File: src/rtl/branch_predictor_pkg.sv
// Shared encodings and default sizes for the dynamic branch predictor.
// Counter states follow the classic 2-bit scheme: MSB is the prediction.
package branch_predictor_pkg;

   localparam logic [1:0] PRED_SNT = 2'b00;
   localparam logic [1:0] PRED_WNT = 2'b01;
   localparam logic [1:0] PRED_WT  = 2'b10;
   localparam logic [1:0] PRED_ST  = 2'b11;

   localparam int PRED_IDX_W = 6;
   localparam int PRED_GHR_W = 4;

endpackage

File: src/rtl/branch_predictor_sat_cnt2.sv
// 2-bit saturating counter next-state logic.
// Taken counts up to strongly-taken, not-taken counts down to strongly-not-taken.
module sat_cnt2
   import branch_predictor_pkg::*;
(
   input  logic [1:0] cnt,
   input  logic       taken,
   output logic [1:0] cnt_n
);

   // saturating step toward the resolved direction
   always_comb begin
      cnt_n = cnt;
      if (taken) begin
         if (cnt != PRED_ST)
            cnt_n = cnt + 2'd1;
      end else begin
         if (cnt != PRED_SNT)
            cnt_n = cnt - 2'd1;
      end
   end

endmodule

File: src/rtl/branch_predictor.sv
// Bimodal / gshare conditional-branch predictor with speculative global
// history, mispredict repair and saturating performance counters.
module branch_predictor
   import branch_predictor_pkg::*;
#(
   parameter int         INDEX_W  = PRED_IDX_W,
   parameter int         GHR_W    = PRED_GHR_W,
   parameter int         GSHARE   = 1,
   parameter logic [1:0] CNT_INIT = PRED_WNT,
   parameter int         PERF_W   = 32
) (
   input  logic              clk,
   input  logic              rst,
   input  logic              stall,
   input  logic              lkp_valid,
   input  logic [31:0]       lkp_pc,
   output logic              pred_taken,
   output logic [GHR_W-1:0]  pred_ghr,
   input  logic              upd_valid,
   input  logic [31:0]       upd_pc,
   input  logic [GHR_W-1:0]  upd_ghr,
   input  logic              upd_taken,
   input  logic              upd_mispred,
   output logic [PERF_W-1:0] perf_branch,
   output logic [PERF_W-1:0] perf_mispred
);

   localparam int DEPTH = 1 << INDEX_W;
   localparam logic [PERF_W-1:0] PERF_MAX = '1;

   logic [1:0]         tbl [DEPTH];
   logic [GHR_W-1:0]   ghr;
   logic [INDEX_W-1:0] lhist;
   logic [INDEX_W-1:0] uhist;
   logic [INDEX_W-1:0] lidx;
   logic [INDEX_W-1:0] uidx;
   logic [1:0]         cnt_n;
   logic               ghr_load;
   logic               ghr_bit;
   logic [GHR_W-1:0]   ghr_base;
   logic [GHR_W-1:0]   ghr_next;
   logic               unused_bits;

   assign lhist = (GSHARE != 0) ? INDEX_W'(ghr) : '0;
   assign uhist = (GSHARE != 0) ? INDEX_W'(upd_ghr) : '0;
   assign lidx  = lkp_pc[INDEX_W+1:2] ^ lhist;
   assign uidx  = upd_pc[INDEX_W+1:2] ^ uhist;

   // same-cycle writes are not bypassed: lookup sees the stored value
   assign pred_taken = tbl[lidx][1];
   assign pred_ghr   = ghr;

   sat_cnt2 u_cnt (
      .cnt   (tbl[uidx]),
      .taken (upd_taken),
      .cnt_n (cnt_n)
   );

   // history source: a mispredict repair overrides the speculative shift
   always_comb begin
      ghr_load = 1'b0;
      ghr_bit  = 1'b0;
      ghr_base = ghr;
      if (upd_valid && upd_mispred) begin
         ghr_load = 1'b1;
         ghr_bit  = upd_taken;
         ghr_base = upd_ghr;
      end else if (lkp_valid && !stall) begin
         ghr_load = 1'b1;
         ghr_bit  = pred_taken;
      end
   end

   generate
      if (GHR_W == 1) begin : g_ghr1
         assign ghr_next = ghr_bit;
      end else begin : g_ghrn
         assign ghr_next = {ghr_base[GHR_W-2:0], ghr_bit};
      end
   endgenerate

   assign unused_bits = ^{lkp_pc[31:INDEX_W+2], lkp_pc[1:0],
                          upd_pc[31:INDEX_W+2], upd_pc[1:0],
                          ghr_base[GHR_W-1]};

   // counter table training from the execute stage
   always_ff @(posedge clk or posedge rst) begin
      if (rst) begin
         for (int i = 0; i < DEPTH; i++)
            tbl[i] <= CNT_INIT;
      end else if (upd_valid) begin
         tbl[uidx] <= cnt_n;
      end
   end

   // global history register
   always_ff @(posedge clk or posedge rst) begin
      if (rst)
         ghr <= '0;
      else if (ghr_load)
         ghr <= ghr_next;
   end

   // saturating resolved-branch and mispredict counters
   always_ff @(posedge clk or posedge rst) begin
      if (rst) begin
         perf_branch  <= '0;
         perf_mispred <= '0;
      end else if (upd_valid) begin
         if (perf_branch != PERF_MAX)
            perf_branch <= perf_branch + PERF_W'(1);
         if (upd_mispred && perf_mispred != PERF_MAX)
            perf_mispred <= perf_mispred + PERF_W'(1);
      end
   end

endmodule
File: config.mk
export PLATFORM = sky130hd
export DESIGN_NAME = branch_predictor
export DESIGN_NICKNAME = d
export VERILOG_FILES = /design/src/rtl/branch_predictor_pkg.sv /design/src/rtl/branch_predictor_sat_cnt2.sv /design/src/rtl/branch_predictor.sv
export SDC_FILE = /design/constraint.sdc
export NUM_CORES = 1
export LEC_CHECK = 0
export BUFFER_PORTS_ARGS = -buffer_cell sky130_fd_sc_hd__buf_2
export CORE_MARGIN = 1
export CORE_UTILIZATION = 55
export CTS_CLUSTER_DIAMETER = 120
export DETAILED_ROUTE_END_ITERATION = 7
export PLACE_DENSITY = 0.74
export SYNTH_ARGS = -nofsm -noshare
export SYNTH_HDL_FRONTEND = slang
export SYNTH_SLANG_ARGS = --single-unit
File: constraint.sdc
create_clock -name clk -period 6.8 [get_ports clk]
set_clock_uncertainty 0.15 [all_clocks]
set_input_delay 0.34 -clock clk [delete_from_list [all_inputs] [get_ports clk]]
set_output_delay 0.34 -clock clk [all_outputs]
set_load 0.05 [all_outputs]
==> flow_summary.json <==
{
  "status": "completed",
  "p_leak_nw": 4.68,
  "critical-path-top-delay-family": "compound AO/OA/AOI/OAI gates",
  "min_path_type": "primary input to flip-flop",
  "areaGrowthSynthToFinish_pct": 14.5,
  "drtAntennaViolNets": 0,
  "drc": 0,
  "postCtsHoldBufs": 1,
  "final_cells": 1271,
  "path_cells": "buf_2 -> xnor2_2 -> buf_4 -> nor3_2 -> buf_4 -> a22oi_1 -> and4_1 -> o22ai_1 -> a311oi_2 -> a21oi_1 -> o21ai_4 -> buf_4 -> o21ai_0",
  "rrSetupSlack_ns": 3.49,
  "crit_path_max_incr_delay_ns": 0.74,
  "syn_area_per_cell_um2": 10.0,
  "synth_warnings": 0,
  "min_period_ns": 3.72,
  "synth_seq_cells": 196,
  "syn_area_mm2": 0.00949,
  "worstReg2RegStart": "tbl[62]",
  "grt_pass1_vias": 7309,
  "syn-num-nets": 1023,
  "die_h_um": 133,
  "cts_tree": "done",
  "crit_path_start_kind": "primary input",
  "die_w_um": 133,
  "placementRows": 47,
  "ir_drop_v": 0.000197,
  "numCtsBuffers": 17,
  "clkLatencyLatePin_ns": 0.44,
  "fp.dieArea_mm2": 0.0178,
  "critical_path.endpoint": "tbl[21]",
  "rr_worst_depth": 9,
  "antenna_found_initial": 0,
  "p_per_area_mw_per_mm2": 301,
  "fin_crit_sh_pct": 54.6,
  "grt_pass1_wl_mm": 37.9,
  "setup_violations": 0,
  "hpwl_mm": 15.2,
  "worstSetupStartpoint": "upd_ghr[2]",
  "cap_viol_max_count": 0,
  "initial_core_util_pct": 56.8,
  "cp.depth": 13,
  "coreArea_mm2": 0.0167,
  "clk_pin_slew_ns": 0.07,
  "synth-async-reset-ratio_pct": 100,
  "grt_usage_pct": 27.2,
  "critPathKind": "primary input to flip-flop",
  "cp-end-kind": "flip-flop",
  "diodes": 0,
  "gr-total-overflow": 0,
  "nets": 1115,
  "route.vias.total": 7589,
  "cts_resized": 0,
  "post_cts_buffers": 0,
  "mostFrequentLayoutCell": "nand2_1",
  "place_inst": 1238,
  "drive_above_1_share_pct": 24.0,
  "wl_mm": 23.0,
  "setup-tns-final_ns": 0,
  "relSlewSlack_pct": 33.4,
  "htreeDepth": 4,
  "fmax_mhz": 269,
  "worst_pin_slew_ns": 0.999,
  "synth_edf_count": 0,
  "cts_sinks": 196,
  "rsz0062_at_grt": "no",
  "cp_common_cell": "buf_4",
  "synthFlopType": "dfrtp_1",
  "cp_num_buf_inv": 4,
  "hold_viol": 0,
  "synth_cell_type_count": 52,
  "gp_congestion": 0.871,
  "mostFrequentLayoutCells": "nand2_1, dfrtp_1, o21ai_0",
  "critical-path-slowest-cell": "o21ai_4",
  "via_per_inst": 5.97,
  "grt_max_degree": 118,
  "wire_per_inst_um": 18.1,
  "drt_first_pass_iters": 5,
  "yosysSeqAreaShare_pct": 52.5,
  "crit_required_ns": 6.96,
  "drv_slew": 0,
  "netlist_instances": 946,
  "portBuffers": 91,
  "root_buffer": "clkbuf_16",
  "ios": 144,
  "critical_path.max_fanout": 37,
  "critPathArrivalTime_ns": 3.88,
  "cts_buffer_depth": 2,
  "r2r-end": "tbl[21]",
  "drt_iter0_markers": 630
}
routing by layer:
layer	global-route usage, %	share of wire, %	vias to the layer above
met5	0	0	-
met4	9.41	2.2	0
met3	5.33	7.0	52
met2	43.7	48	309
met1	37.1	43	3689
li1	-	-	3539
state kept, by name (all words and copies together), names as in the netlist:
name,flops
perf_branch,32
pred_ghr,4
perf_mispred,32
tbl,128
tightest hold or removal path: stages:
cell and delay, ns:
buf_2 0.14, nor2_1 0.10, a21oi_1 0.04
where the power goes:
group	internal, mW	switching (mW)
sequential	1.39	0.133
combinational	0.226	0.467
clock	0.575	0.474
total	2.19	1.07
how the worst min path moves through the flow:
stage	start	end	slack (ns)	cells past startpoint
2_1_floorplan	tbl[54]	tbl[54]	0.29	2
3_3_place_gp	tbl[16]	tbl[16]	0.30	2
3_5_place_dp	tbl[68]	tbl[68]	0.30	2
4_1_cts	upd_ghr[2]	pred_ghr[3]	0.06	3
5_1_grt	upd_taken	pred_ghr[0]	0.08	3
6_report	upd_taken	pred_ghr[0]	0.07	3
area by class of cell:
class / count / area (um^2)
Clock buffer: 19 / 453
Tap cell: 220 / 275
Multi-Input combinational cell: 700 / 4330
Sequential cell: 196 / 4980
Inverter: 13 / 56.3
Timing Repair Buffer: 110 / 601
Clock inverter: 13 / 161
Fill cell: 1314 / 5840
cells by family after synthesis:
| kind of cell | after synthesis | synth area share, % |
|---|---|---|
| fa+ha+maj | 3 | 0.382 |
| buf+inv | 50 | 2.39 |
| compound gates | 216 | 13.4 |
| xor+xnor | 74 | 7.07 |
| mux | 45 | 7.70 |
| simple gates | 362 | 16.5 |
| flops | 196 | 52.5 |
cell usage after synthesis (2+ instances only):
library cell / count / area [um^2]
a311oi_1: 3 / 26.3
dfrtp_1: 132 / 3300
nand3_1: 24 / 120
nor2_1: 41 / 154
buf_2: 16 / 80.1
a21oi_1: 8 / 40.0
o21ai_1: 36 / 180
and3_1: 7 / 43.8
nor3_2: 5 / 50.1
a22oi_1: 25 / 188
xor2_1: 29 / 254
nor3_1: 15 / 75.1
xnor2_1: 42 / 368
mux2i_1: 19 / 190
and2_1: 2 / 12.5
nand2_1: 233 / 875
nand2b_1: 5 / 31.3
a222oi_1: 5 / 50.1
mux4_2: 22 / 495
a211oi_1: 3 / 22.5
xor2_2: 2 / 32.5
clkbuf_1: 16 / 60.1
or3_1: 3 / 18.8
dfstp_2: 64 / 1680
and4_1: 6 / 52.6
nand4_1: 16 / 100
ha_1: 2 / 25.0
inv_1: 13 / 48.8
nor2b_1: 2 / 12.5
a31oi_1: 11 / 68.8
buf_4: 3 / 22.5
o21ai_0: 104 / 521
a22o_1: 2 / 17.5
mux2_2: 4 / 45.0
a221oi_1: 6 / 52.6
o22ai_1: 4 / 25.0
through the flow:
stage	instance area [um^2]	worst slack (ns)	power, mW	util [%]	hold WS (ns)
final	10900	3.08	3.27	65.1	0.0691
after CTS	10900	3.08	3.28	65.1	0.0624
after global placement	10200	2.71	2.21	61.3	0.299
after global routing	10900	2.87	3.40	65.1	0.0768
after floorplan	9490	1.08	2.02	-	0.292
after detailed placement	10200	2.67	2.23	61.3	0.304
(Power assumes the default switching activity.)
